**config.mk**
```make
export PLATFORM = sky130hd
export DESIGN_NAME = stream_mux_rr_flat
export DESIGN_NICKNAME = d
export VERILOG_FILES = /design/src/rtl/stream_mux_rr_if.sv /design/src/rtl/stream_mux_rr.sv /design/src/flat_wrapper.sv
export SDC_FILE = /design/constraint.sdc
export NUM_CORES = 1
export LEC_CHECK = 0
export ABC_AREA = 0
export BUFFER_PORTS_ARGS = -buffer_cell sky130_fd_sc_hd__clkbuf_2
export CORE_AREA = 4 4 202 204
export CTS_CLUSTER_DIAMETER = 60
export DETAILED_ROUTE_END_ITERATION = 6
export DIE_AREA = 0 0 206 208
export SYNTH_ARGS = -nofsm -noshare
export SYNTH_HDL_FRONTEND = slang
export SYNTH_SLANG_ARGS = --single-unit
```
**constraint.sdc**
```tcl
create_clock -name clk -period 2.21 [get_ports clk]
set_input_delay 0.221 -clock clk [delete_from_list [all_inputs] [get_ports clk]]
set_output_delay 0.221 -clock clk [all_outputs]
set_load 0.01 [all_outputs]
```
**src/rtl/stream_mux_rr_if.sv**
```systemverilog
// Bundled handshake/data signals between N packet producers, the mux and one consumer.
// master drives channel inputs and out_ready; slave is the mux side.
interface stream_mux_rr_if #(
  parameter int WIDTH = 100,
  parameter int N     = 4,
  parameter int SELW  = 2
);
  logic                 mode;
  logic [SELW-1:0]      sel;
  logic [N*WIDTH-1:0]   in_data;
  logic [N-1:0]         in_valid;
  logic [N-1:0]         in_last;
  logic [N-1:0]         in_ready;
  logic [WIDTH-1:0]     out_data;
  logic                 out_valid;
  logic                 out_last;
  logic [SELW-1:0]      out_chan;
  logic                 out_ready;

  modport master (
    output mode, sel, in_data, in_valid, in_last, out_ready,
    input  in_ready, out_data, out_valid, out_last, out_chan
  );

  modport slave (
    input  mode, sel, in_data, in_valid, in_last, out_ready,
    output in_ready, out_data, out_valid, out_last, out_chan
  );
endinterface

```
**src/rtl/stream_mux_rr.sv**
```systemverilog
// N:1 packet stream mux, fixed-select or round-robin, locked per packet; 1-cycle registered output.
// One IDLE arbitration bubble per packet; in_ready[grant] follows out_ready combinationally.
module stream_mux_rr #(
  parameter int WIDTH = 100,
  parameter int N     = 4,
  parameter int SELW  = 2
) (
  input  logic             clk,
  input  logic             reset,
  stream_mux_rr_if.slave   bus
);

  typedef enum logic {IDLE, LOCKED} state_t;

  state_t            state, state_nxt;
  logic [SELW-1:0]   grant, grant_nxt;
  logic [SELW-1:0]   last_grant;
  logic [WIDTH-1:0]  grant_data;
  logic              grant_valid;
  logic              grant_last;
  logic              out_free;
  logic              accept;
  logic              rr_found;
  logic [SELW-1:0]   rr_cand;

  always_comb begin
    grant_data  = '0;
    grant_valid = 1'b0;
    grant_last  = 1'b0;
    for (int k = 0; k < N; k++) begin
      if (grant == SELW'(k)) begin
        grant_data  = bus.in_data[k*WIDTH +: WIDTH];
        grant_valid = bus.in_valid[k];
        grant_last  = bus.in_last[k];
      end
    end
  end

  assign out_free = !bus.out_valid || bus.out_ready;
  assign accept   = (state == LOCKED) && grant_valid && out_free;

  always_comb begin
    bus.in_ready = '0;
    if (state == LOCKED) begin
      for (int k = 0; k < N; k++) begin
        if (grant == SELW'(k)) bus.in_ready[k] = out_free;
      end
    end
  end

  always_comb begin
    state_nxt = state;
    grant_nxt = grant;
    rr_found  = 1'b0;
    rr_cand   = '0;
    case (state)
      IDLE: begin
        if (!bus.mode) begin
          // sel values at or beyond N match no channel, so no grant is made
          for (int k = 0; k < N; k++) begin
            if (bus.sel == SELW'(k) && bus.in_valid[k]) begin
              grant_nxt = SELW'(k);
              state_nxt = LOCKED;
            end
          end
        end else begin
          for (int i = 1; i <= N; i++) begin
            rr_cand = SELW'((int'(last_grant) + i) % N);
            for (int k = 0; k < N; k++) begin
              if (!rr_found && rr_cand == SELW'(k) && bus.in_valid[k]) begin
                rr_found  = 1'b1;
                grant_nxt = SELW'(k);
                state_nxt = LOCKED;
              end
            end
          end
        end
      end
      LOCKED: begin
        if (accept && grant_last) state_nxt = IDLE;
      end
      default: state_nxt = IDLE;
    endcase
  end

  always_ff @(posedge clk) begin
    if (reset) begin
      state         <= IDLE;
      grant         <= '0;
      last_grant    <= SELW'(N - 1);
      bus.out_data  <= '0;
      bus.out_valid <= 1'b0;
      bus.out_last  <= 1'b0;
      bus.out_chan  <= '0;
    end else begin
      state <= state_nxt;
      grant <= grant_nxt;
      if (accept) begin
        bus.out_data  <= grant_data;
        bus.out_last  <= grant_last;
        bus.out_chan  <= grant;
        bus.out_valid <= 1'b1;
        if (grant_last) last_grant <= grant;
      end else if (bus.out_valid && bus.out_ready) begin
        bus.out_valid <= 1'b0;
      end
    end
  end

endmodule

```
**src/flat_wrapper.sv**
```systemverilog
// flat-port wrapper written by rule: the top's interface ports become plain ports
module stream_mux_rr_flat 
#(
  parameter int WIDTH = 100,
  parameter int N     = 4,
  parameter int SELW  = 2
)
  (clk, reset, bus_mode, bus_sel, bus_in_data, bus_in_valid, bus_in_last, bus_out_ready, bus_in_ready, bus_out_data, bus_out_valid, bus_out_last, bus_out_chan);
  stream_mux_rr_if #(.WIDTH(WIDTH), .N(N), .SELW(SELW)) bus_i ();
  input  logic clk;
  input  logic reset;
  input wire logic [$bits(bus_i.mode)-1:0] bus_mode;
  input wire logic [$bits(bus_i.sel)-1:0] bus_sel;
  input wire logic [$bits(bus_i.in_data)-1:0] bus_in_data;
  input wire logic [$bits(bus_i.in_valid)-1:0] bus_in_valid;
  input wire logic [$bits(bus_i.in_last)-1:0] bus_in_last;
  input wire logic [$bits(bus_i.out_ready)-1:0] bus_out_ready;
  output wire logic [$bits(bus_i.in_ready)-1:0] bus_in_ready;
  output wire logic [$bits(bus_i.out_data)-1:0] bus_out_data;
  output wire logic [$bits(bus_i.out_valid)-1:0] bus_out_valid;
  output wire logic [$bits(bus_i.out_last)-1:0] bus_out_last;
  output wire logic [$bits(bus_i.out_chan)-1:0] bus_out_chan;
  assign bus_i.mode = bus_mode;
  assign bus_i.sel = bus_sel;
  assign bus_i.in_data = bus_in_data;
  assign bus_i.in_valid = bus_in_valid;
  assign bus_i.in_last = bus_in_last;
  assign bus_i.out_ready = bus_out_ready;
  assign bus_in_ready = bus_i.in_ready;
  assign bus_out_data = bus_i.out_data;
  assign bus_out_valid = bus_i.out_valid;
  assign bus_out_last = bus_i.out_last;
  assign bus_out_chan = bus_i.out_chan;
  stream_mux_rr #(.WIDTH(WIDTH), .N(N), .SELW(SELW)) u_core (.clk(clk), .reset(reset), .bus(bus_i));
endmodule
```
## Word-level counts from Yosys, hierarchy flattened

Index checks and enable logic that the tools add are counted.

| operators by class | value |
|---|---|
| mux-type cells | 107 |
| equal/unequal tests | 19 |
| multipliers | 0 |
| div/mod/pow operators | 0 |
| $add $sub $neg | 4 |
| order comparisons | 0 |
| bitwise logic cells | 1 |
| shift-type cells | 0 |
| reduce and logical (&&, ||, !) cells | 66 |

Operator list:

| operator | number |
|---|---|
| 100-bit two-way mux | 4 |
| 1-bit two-way mux | 80 |
| 2-bit two-way mux | 21 |
| 1-bit logical AND | 39 |
| 2-bit equality test (second input constant) | 12 |
| 17-bit by 1-bit != test with 1-bit output (second input constant) | 1 |
| 1-bit zero test | 16 |
| 2-bit by 1-bit equality test with 1-bit output (second input constant) | 6 |
| 2-bit zero test | 6 |
| 5-bit nonzero test | 1 |
| 2-bit by 1-bit adder with 2-bit output (second input constant) | 2 |
| 2-bit adder (second input constant) | 2 |
| 4-bit two-way mux | 1 |
| 3-bit AND reduction | 1 |
| 1-bit one-hot mux with 2 select lines | 1 |
| 2-bit AND reduction | 1 |
| 2-bit nonzero test | 1 |
| 1-bit logical OR | 1 |
| 1-bit inverter | 1 |

| word-level totals | value |
|---|---|
| register bits | 109 |
| memories kept | 0 |
| memory bits (writable) | 0 |
| bits in latches | 0 |
| memory bits (read-only) | 0 |
| input bits | 414 |
| output and inout bits | 108 |

## Longest topological paths before layout

Gate-level depths: netlist of the first run.

| depth | value |
|---|---|
| word-level depth | 96 |
| depth in mapped cells | 8 |
| mapped depth without buffers | 5 |

## Worst setup path after synthesis of the first run

OpenSTA, ideal clock, no wires.

| timing | value |
|---|---|
| path kind | reg-to-reg |
| start | register u_core.grant[1] |
| end | register u_core.bus.out_data[77] |
| path buffers | 4 |
| required time | 2.076 ns |
| slack | 0.472 ns |
| stages on the path, launching flop included | 9 |
| data arrival time | 1.604 ns |
| period minus slack after synthesis | 1.738 ns |
| cell sequence | dfxtp_1 buf_6 mux4_2 and3_1 clkbuf_1 buf_6 buf_6 nand2_1 a21oi_1 |

| between the ends | value |
|---|---|
| longest elaborated chain between the ends | 7 |
| elaborated cells between the ends (all ways) | 14 |

Ends and longest elaborated chain:

| what | line | RTL |
|---|---|---|
| start: declaration | stream_mux_rr.sv:16 | `logic [SELW-1:0] grant, grant_nxt;` |
| start signal: assignment | stream_mux_rr.sv:97 | `grant <= grant_nxt;` |
| 2-bit zero test | stream_mux_rr.sv:31 | `if (grant == SELW'(k)) begin` |
| 1-bit two-way mux (4 in a row) | stream_mux_rr.sv:31 |  |
| 1-bit logical AND (2 in a row) | stream_mux_rr.sv:40 | `assign accept = (state == LOCKED) && grant_valid && out_free;` |
| end signal: assignment | stream_mux_rr.sv:99 | `bus.out_data <= grant_data;` |
| end: declaration | stream_mux_rr_if.sv:27 | `output in_ready, out_data, out_valid, out_last, out_chan` |

Several ways; a longest one is shown, not always the timed one.
A chain may end at the register's enable or synchronous reset.

## Worst setup path after layout of the first run

| timing | value |
|---|---|
| start | register u_core.grant[0] |
| end | output port bus_in_ready[1] |

| between the ends | value |
|---|---|
| longest elaborated chain between the ends | 3 |

Ends and longest elaborated chain:

| what | line | RTL |
|---|---|---|
| 2-bit by 1-bit equality test with 1-bit output | stream_mux_rr.sv:46 | `if (grant == SELW'(k)) bus.in_ready[k] = out_free;` |
| 1-bit two-way mux | stream_mux_rr.sv:46 |  |
| 4-bit two-way mux | stream_mux_rr.sv:44 | `if (state == LOCKED) begin` |
| end: declaration | flat_wrapper.sv:18 | `output wire logic [$bits(bus_i.in_ready)-1:0] bus_in_ready;` |

Every way passes these cells.

==> results of run 1 <==
==> per-stage QoR <==
step	worst slack, ps	cell area, um^2	cells	hold slack (ps)
2_1_floorplan	472	6380	629	324
3_3_place_gp	303	9570	1631	441
6_report	263	9830	1647	249
4_1_cts	153	9830	1647	205
3_5_place_dp	270	9570	1631	446
5_1_grt	102	9830	1647	274
==> logic make-up after synthesis <==
kind of cell	after synthesis	synth area share, %
compound gates	119	9.74
buf+inv	61	5.10
flops	109	34.2
simple gates	236	14.7
mux	104	36.3
==> per-layer routing <==
layer | track usage [%] | part of all wire (%)
met4 | 4.82 | 2.8
met2 | 22.4 | 51
met3 | 3.54 | 9.9
met1 | 13.2 | 36
met5 | 0 | 0
==> worst reg2reg max path: stages (launching register included) <==
cell and delay (ps):
dfxtp_4 360, mux4_2 390, and3_4 570, buf_4 320
nand2_1 80, a21oi_1 140
==> area by class of cell <==
class / instances / area (um^2)
Tap cell: 525 / 657
Fill cell: 4298 / 29400
Timing Repair Buffer: 537 / 2830
Clock buffer: 12 / 236
Clock inverter: 4 / 25.0
Sequential cell: 109 / 2190
Multi-Input combinational cell: 459 / 3890
Inverter: 1 / 3.75
==> synth_stat cells, drive strengths merged, types with 2 or more instances <==
| cell | n | area share, % |
|---|---|---|
| mux4 | 102 | 36 |
| nor2 | 7 | 0.41 |
| a21oi | 109 | 8.6 |
| nand3b | 2 | 0.24 |
| nand2 | 212 | 13 |
| o21ai | 3 | 0.24 |
| a22oi | 2 | 0.24 |
| nor2b | 4 | 0.39 |
| clkbuf | 28 | 1.6 |
| dfxtp | 109 | 34 |
| nor3 | 4 | 0.31 |
| and3 | 2 | 0.20 |
| buf | 32 | 3.4 |
==> sequential cells by signal, indices dropped and copies added, names as in the netlist <==
register,count
u_core.grant,2
u_core.bus.out_valid,1
u_core.bus.out_last,1
u_core.last_grant,2
u_core.state,1
u_core.bus.out_chan,2
u_core.bus.out_data,100
==> power groups by stage <==
stage / combinational, mW / clock, mW / sequential (mW)
floorplan: 1.02 / 0 / 2.31
detailed placement: 1.88 / 0 / 2.26
CTS: 1.88 / 1.68 / 2.21
global route: 2.02 / 1.72 / 2.23
global placement: 1.85 / 0 / 2.25
finish: 1.84 / 1.54 / 2.21
==> path summary, 6_finish.rpt <==
path | startpoint | to | cells after the start
setup / recovery | u_core.grant[0] | bus_in_ready[1] | 4
hold / removal | bus_out_ready | u_core.bus.out_valid | 3
hold reg to reg | u_core.bus.out_data[16] | u_core.bus.out_data[16] | 2
setup reg to reg | u_core.grant[1] | u_core.bus.out_data[61] | 5
==> metrics.md, run 1 <==
| Metric | Value |
|---|---|
| Status | `finished clean` |
| Clock root cell | `clkbuf_16` |
| # setup viols final | `0` |
| Final ANT Viol Nets | `0` |
| Arr. time, crit path | `approximately 1700 ps` |
| Initial antenna violation count | `0` |
| CTS Hold Buffers Added | `0` |
| Number of diodes | `0` |
| Die footprint | `roughly 43,000 um^2` |
| Routed WL | `~28,000 um` |
| CP max stage cell | `dfxtp_4` |
| Fin. Hold Viols | `0` |
| First-pass GRT wire length | `40,500 um` |
| Max FO, Critical Path | `37` |
| Max-cap violations | `0` |
| Synth warnings | `0` |
| Synth unique cells | `31` |
| Power per Cell Area | `around 570 nW/um^2` |
| Crit path max-delay family | `buffers and inverters` |
| Sequential fraction of the synthesis area | `around 34%` |
| Clk pwr share | `between 20 and 30%` |
| Crit path capture type | `output pin` |
| Gr usage total | `between 10 and 15%` |
| Register-to-register path setup slack | `approximately 280 ps` |
| Die Height | `about 210 um` |
| Cts bufs inserted | `9` |
| FFs w/ async S/R, synth | `0%` |
| Worst setup SP type | `register` |
| # clock sinks | `approximately 110` |
| Post-Syn Area | `around 6400 um^2` |
| Combinational Power Share | `32.9%` |
| Critical Path, Cell by Cell | `buf_12 > buf_12 > nor3b_1 > clkbuf_2` |
| Post-CTS sizing | `0` |
| Pin slew with the least headroom to its limit | `roughly 650 ps` |
| Syn_area_per_cell | `about 10 um^2` |
| Achievable Freq | `514 MHz` |
| Die Wd | `between 200 and 250 um` |
| Fin crit share | `88.1%` |
| Clock transition at path regs | `roughly 80 ps` |
| DR DRC count | `0` |
| CP most frequent cell | `buf_12` |
| Largest net degree at the start of global routing | `about 110` |
| Number of global-route vias before repair | `about 7,300` |
| Setup TNS Final | `0 ps` |
| Final core occ | `25.0%` |
| DRT iter0 DRCs | `around 330` |
| Fin. max-slew vios | `0` |
| CTS tree | `done` |
| HP Class | `input port to register` |
| CTS HTree Levels | `3` |
| CP Class | `register to output pin` |
| Clock Latency Late Sink | `370 ps` |
| Most used DFF post-synth | `dfxtp_1` |
| TritonRoute pass-1 iters | `4` |
| Routed vias/inst | `4.21` |
| Max stage delay on crit path | `around 370 ps` |
| Row count | `73` |
| HPWL Detailed | `around 23,000 um` |
| Most common cell after layout, fill and taps aside | `clkbuf_2` |
| Post-synth EDFFs | `0` |
| Yosys reg bits | `roughly 110` |
| Flop pwr share | `39.5%` |
| Post-Synthesis Cells | `around 630` |
| Clock tree buffer depth | `2` |
| Buffers and inverters on the worst path | `3` |
| Final net count | `about 1,500` |
| Layout cells sized above 1 | `about three fifths` |
| Psw | `approximately 1.7 mW` |
| Worst Clk Skew | `between 10 and 15 ps` |
| Via count | `6,928` |
| Syn Nets | `1,043` |
| Total core area | `between 30,000 and 40,000 um^2` |
| Overall power | `5.60 mW` |
| Most frequent cells in the layout | `520 x clkbuf_2, 210 x nand2_1, 108 x a21oi_1` |
| Initial Util | `between 10% and 20%` |
| Post-CTS setup buffers | `0` |
| Slew HR | `56.5%` |
| Grt ovf | `0` |
| Gpl congestion | `around 0.93` |
| RSZ-0062 raised after global routing | `no` |
| Area delta synth->final | `54.0%` |
| Peak VDD IR | `between 0.3 and 0.4 mV` |
| Sw Ratio | `roughly 31%` |
| Min Clock Period, post-route | `about 1900 ps` |
| Leak pwr | `4.29 nW` |
| Drt wl/cell | `between 15 and 20 um` |
| Worst EP required | `1990 ps` |
| IO buf count | `roughly 520` |
| Ports | `between 500 and 600` |
| Pint | `roughly 3.9 mW` |
No activity file was read; power rests on OpenSTA's default activity.
==> inputs of run 2 (changes only) <==
- SETUP_SLACK_MARGIN: not set -> 0.5
==> metrics.md, run 2 (synthesis gave the netlist of run 1 again) <==
| Metric | Value |
|---|---|
| Max FO, Critical Path | `6` |
| Die footprint | `about 43,000 um^2` |
| CTS HTree Levels | `3` |
| Psw | `between 1.5 and 2 mW` |
| WHS | `approximately 230 ps` |
| Fin crit share | `79.5%` |
| Power per Cell Area | `587 nW/um^2` |
| Area delta synth->final | `66.1%` |
| Gpl congestion | `between 0.8 and 0.9` |
| Die Height | `208 um` |
| FF-to-FF path depth | `5` |
| Clk pwr share | `27.5%` |
| Max reg flops | `100` |
| HPWL Detailed | `between 20,000 and 25,000 um` |
| Clock tree buffer depth | `2` |
| Ports | `~520` |
| Sw Ratio | `31.5%` |
| Clock transition at path regs | `70 ps` |
| Cts bufs inserted | `9` |
| # setup viols final | `0` |
| Crit path max-delay family | `simple AND/OR/NAND/NOR gates` |
| CP Class | `register to output pin` |
| Peak VDD IR | `roughly 0.35 mV` |
| DRT iter0 DRCs | `~520` |
| Critical Path Stages | `3` |
| Buffers and inverters on the worst path | `1` |
| Combinational Power Share | `36.8%` |
| Flop pwr share | `between 30 and 40%` |
| Fin. Hold Viols | `0` |
| Achievable Freq | `~570 MHz` |
| Die Wd | `between 200 and 250 um` |
| Number of global-route vias before repair | `7,488` |
| CP max stage cell | `dfxtp_1` |
| Pint | `4.27 mW` |
| First-pass GRT wire length | `41,300 um` |
| Routed WL | `roughly 34,000 um` |
| Min Clock Period, post-route | `around 1800 ps` |
| Arr. time, crit path | `~1500 ps` |
| Clock Latency Late Sink | `between 300 and 400 ps` |
| Grt ovf | `0` |
| Slew HR | `56.5%` |
| Cell depth of the worst hold path | `3` |
| Final ANT Viol Nets | `0` |
| Fin. max-slew vios | `0` |
| Placed Area | `9600 um^2` |
| Worst EP required | `between 1500 and 2000 ps` |
| Crit path capture type | `output pin` |
| # clock sinks | `109` |
| Initial antenna violation count | `2` |
| TritonRoute pass-1 iters | `5` |
| Largest net degree at the start of global routing | `between 60 and 70` |
| Register-to-register path setup slack | `460 ps` |
| Fin area | `between 10,000 and 15,000 um^2` |
| Via count | `approximately 7,400` |
| Layout cells sized above 1 | `60.7%` |
| Row count | `73` |
| DR DRC count | `0` |
| CP Launch Point | `u_core.state` |
| Routed vias/inst | `~4.4` |
| FF-to-FF End | `u_core.bus.out_data[18]` |
| Total core area | `39,300 um^2` |
| Drt wl/cell | `slightly above 20 um` |
| Final net count | `between 1,500 and 2,000` |
| Initial Util | `about 16%` |
| Pin slew with the least headroom to its limit | `646 ps` |
| RSZ-0062 raised after global routing | `yes` |
| CP endpoint | `bus_in_ready[1]` |
| Gr usage total | `roughly 13%` |
| Max stage delay on crit path | `between 400 and 500 ps` |
| Most common cell after layout, fill and taps aside | `clkbuf_2` |
| Setup TNS Final | `0 ps` |
| HP Class | `input port to register` |
| Critical Path, Cell by Cell | `nand2_1 > nor3b_1 > clkbuf_2` |
| Worst setup SP type | `register` |
| Largest reg by FF count | `u_core.bus.out_data` |
| CTS tree | `done` |
| Worst Clk Skew | `between 10 and 15 ps` |
| IO buf count | `about 520` |
| Final core occ | `a little over a quarter` |
| Overall power | `between 6 and 7 mW` |
| Status | `finished clean` |
| Clock root cell | `clkbuf_16` |
| Most frequent cells in the layout | `520 x clkbuf_2, 207 x nand2_1, 107 x a21oi_1, 107 x dfxtp_1, 102 x mux4_2` |
| Max-cap violations | `0` |
| FF-to-FF Start | `u_core.grant[1]` |
| Leak pwr | `4.65 nW` |
-- run 2: cell count changes in the layout (fill, tap and decap cells not counted), sizes merged --
cell and change:
buf +21, clkinv -2, nand2 +2, clkbuf +15, bufinv +1, diode +1
-- run 2: how the worst min path moves through the flow --
stage               slack (ps)               startpoint                      end
finish                     230            bus_out_ready     u_core.bus.out_valid
detailed placement         450  u_core.bus.out_data[40]  u_core.bus.out_data[40]
global placement           440  u_core.bus.out_data[91]  u_core.bus.out_data[91]
CTS                        200            bus_out_ready     u_core.bus.out_valid
global route               230            bus_out_ready     u_core.bus.out_valid
floorplan                  320                    reset          u_core.grant[0]
-- run 2: area by class of cell --
type / instances / area (um^2)
multi-input cells: 461 / 3970
clock inverters: 3 / 45.0
fillers: 4252 / 28700
well taps: 525 / 657
flip-flops and latches: 109 / 2190
repair buffers: 572 / 3470
clock buffers: 13 / 260
inverters: 1 / 3.75
diodes: 1 / 2.50
-- run 2: worst reg2reg max path, stage by stage (launching register included) --
cell,delay (ps)
dfxtp_4,380
mux4_2,540
and3_4,300
buf_16,200
nand2_1,160
a21oi_1,60
-- run 2: metrics by stage --
| stage | cells | worst slack (ps) |
|---|---|---|
| 2_1_floorplan | 629 | 502 |
| 3_3_place_gp | 1636 | 360 |
| 3_5_place_dp | 1636 | 314 |
| 4_1_cts | 1659 | 470 |
| 5_1_grt | 1684 | 415 |
| 6_report | 1685 | 454 |
-- run 2: metal layers --
metal	vias to the layer above	GRT usage [%]	share of wire, %
met5	-	0	0
met4	0	5.85	3.5
li1	3357	-	-
met3	48	3.44	9.2
met1	3555	13.2	36
met2	423	23.2	51
-- run 2: power groups by stage --
stage / Sequential, mW / Clock [mW] / Combinational, mW
after floorplan: 2.31 / 0 / 1.02
after global placement: 2.26 / 0 / 1.86
after detailed placement: 2.27 / 0 / 1.88
after CTS: 2.22 / 1.82 / 1.97
after global routing: 2.24 / 1.87 / 2.48
final: 2.22 / 1.72 / 2.29
-- run 2: repair_timing --
| item | in CTS | in global routing |
|---|---|---|
| hold endpoints to repair | 0 | 0 |
| gates resized for setup | 11 | 24 |
| hold buffers | 0 | 0 |
| buffers inserted | 6 | 3 |
| endpoints found under the setup margin | 68 | 108 |
| gates cloned | 1 | 22 |
| pin swaps | 0 | 4 |
==> inputs of run 3 (changes only) <==
- CORE_AREA: 4 4 202 204 -> 4 4 201 203
- DIE_AREA: 0 0 206 208 -> 0 0 205 207
- clock period: 2.21 -> 1.6 ns (I/O delays scaled with it)
==> metrics.md, run 3 (synthesis gave the netlist of run 1 again) <==
| Metric | Value |
|---|---|
| Routed vias/inst | `4.32` |
| Psw | `roughly 2.6 mW` |
| Crit path capture type | `register` |
| Setup WS post-layout | `-60.3 ps` |
| Pint | `a little over 6 mW` |
| Routed WL | `~30,000 um` |
| Clock tree buffer depth | `2` |
| DR DRC count | `0` |
| Fin. Hold Viols | `0` |
| Final net count | `roughly 1,600` |
| Min Clock Period, post-route | `1660 ps` |
| CP max stage cell | `mux4_2` |
| Combinational Power Share | `approximately 34%` |
| Arr. time, crit path | `around 1900 ps` |
| Leak pwr | `between 4 and 5 nW` |
| Peak VDD IR | `~0.59 mV` |
| Number of global-route vias before repair | `around 7,600` |
| Grt ovf | `0` |
| FF-to-FF Start | `u_core.grant[1]` |
| Ports | `around 520` |
| Most common cell after layout, fill and taps aside | `clkbuf_2` |
| First-pass GRT wire length | `about 42,000 um` |
| Critical Path, Cell by Cell | `mux4_2 > and3_4 > buf_12 > nand2_1 > a21oi_1` |
| Max reg flops | `100` |
| HPWL Detailed | `roughly 23,000 um` |
| Buffers and inverters on the worst path | `1` |
| Via count | `7,286` |
| Max FO, Critical Path | `38` |
| Most frequent cells in the layout | `513 x clkbuf_2, 203 x nand2_1, 105 x dfxtp_1` |
| IO buf count | `between 500 and 600` |
| Status | `finished, violations left` |
| CP Class | `register to register` |
| Die Height | `about 210 um` |
| Layout cells sized above 1 | `62.6%` |
| Gpl congestion | `0.934` |
| Clk pwr share | `30.6%` |
| Violated checks | `setup timing` |
| Drt wl/cell | `17.9 um` |
| HP Start | `bus_out_ready` |
| Setup TNS Final | `-2760 ps` |
| Fin crit share | `104%` |
| CP Launch Point | `u_core.grant[1]` |
| Gr usage total | `12.9%` |
| Clock root cell | `clkbuf_16` |
| Initial antenna violation count | `0` |
| DRT iter0 DRCs | `400` |
| Die footprint | `~42,000 um^2` |
| Die Wd | `slightly above 200 um` |
| Worst EP required | `approximately 1900 ps` |
| Sw Ratio | `between 20 and 30%` |
| Post-place setup slack | `-44.4 ps` |
| Row count | `between 70 and 80` |
| Cts bufs inserted | `9` |
| Area delta synth->final | `66.7%` |
| Max stage delay on crit path | `about 550 ps` |
| RSZ-0062 raised after global routing | `yes` |
| # clock sinks | `about 110` |
| Power per Cell Area | `between 800 and 900 nW/um^2` |
| Max-cap violations | `0` |
| Worst setup SP type | `register` |
| Largest net degree at the start of global routing | `53` |
| Fin. max-slew vios | `0` |
| Achievable Freq | `602 MHz` |
| Final ANT Viol Nets | `0` |
| Crit path max-delay family | `multiplexers` |
| Worst Clk Skew | `roughly 17 ps` |
| CTS tree | `done` |
| Slew HR | `67.1%` |
| Pin slew with the least headroom to its limit | `approximately 490 ps` |
| Largest reg by FF count | `u_core.bus.out_data` |
| # setup viols final | `94` |
| TritonRoute pass-1 iters | `4` |
| Flop pwr share | `a little over a third` |
| Clock Latency Late Sink | `~380 ps` |
| HP Class | `input port to register` |
| Total core area | `just under 40,000 um^2` |
| CTS HTree Levels | `3` |
| Initial Util | `between 15 and 20%` |
| Clock transition at path regs | `80 ps` |
==> run 3: worst min-delay path: cells and delay by family <==
kind                   cells  cell delay [ps]
buffers and inverters      1               80
AND/OR/NAND/NOR            1              130
AO/OA/AOI/OAI              1               60
==> run 3: layout make-up <==
cell class | count | area [um^2]
fillers | 4156 | 27800
multi-input cells | 459 | 4000
repair buffers | 581 | 3450
flip-flops and latches | 109 | 2190
well taps | 518 | 648
clock buffers | 12 | 246
clock inverters | 4 | 95.1
inverters | 1 | 3.75
diodes | 1 | 2.50
==> run 3: path summary, 6_finish.rpt <==
kind / to / slack (ps) / cells after the start
hold / removal: u_core.bus.out_valid / 90 / 3
setup reg to reg: u_core.bus.out_data[25] / -60 / 5
hold reg to reg: u_core.bus.out_data[95] / 450 / 2
setup / recovery: u_core.bus.out_data[25] / -60 / 5
==> run 3: layer usage <==
layer / vias up / GRT usage (%) / wire, um
met4: 0 / 4.85 / 822
li1: 3362 / - / -
met5: - / 0 / 0
met2: 386 / 24.1 / 15700
met3: 43 / 3.72 / 2950
met1: 3495 / 13.6 / 10700
==> run 3: power groups by stage <==
stage | clock network, mW | registers [mW] | logic [mW]
2_1_floorplan | 0 | 3.19 | 1.44
3_3_place_gp | 0 | 3.11 | 2.71
3_5_place_dp | 0 | 3.12 | 2.75
4_1_cts | 2.81 | 3.06 | 2.91
5_1_grt | 2.87 | 3.09 | 3.24
6_report | 2.67 | 3.06 | 2.99
==> run 3: repair_timing <==
action	CTS	global route
pin swaps	5	10
endpoints found under the setup margin	117	116
hold buffers	0	0
gates resized for setup	27	28
cloned	2	3
buffers inserted	15	2
==> run 3: per-stage QoR <==
stage          instances  hold WS, ps  util, %  cell area [um^2]  power [mW]
2_1_floorplan        629          262        -              6460        4.63
3_3_place_gp        1646          442     25.6              9840        5.82
3_5_place_dp        1646          447     25.6              9840        5.87
4_1_cts             1679          121     27.1             10400        8.78
5_1_grt             1684         88.1     27.7             10600        9.20
6_report            1685         91.2     27.7             10600        8.72
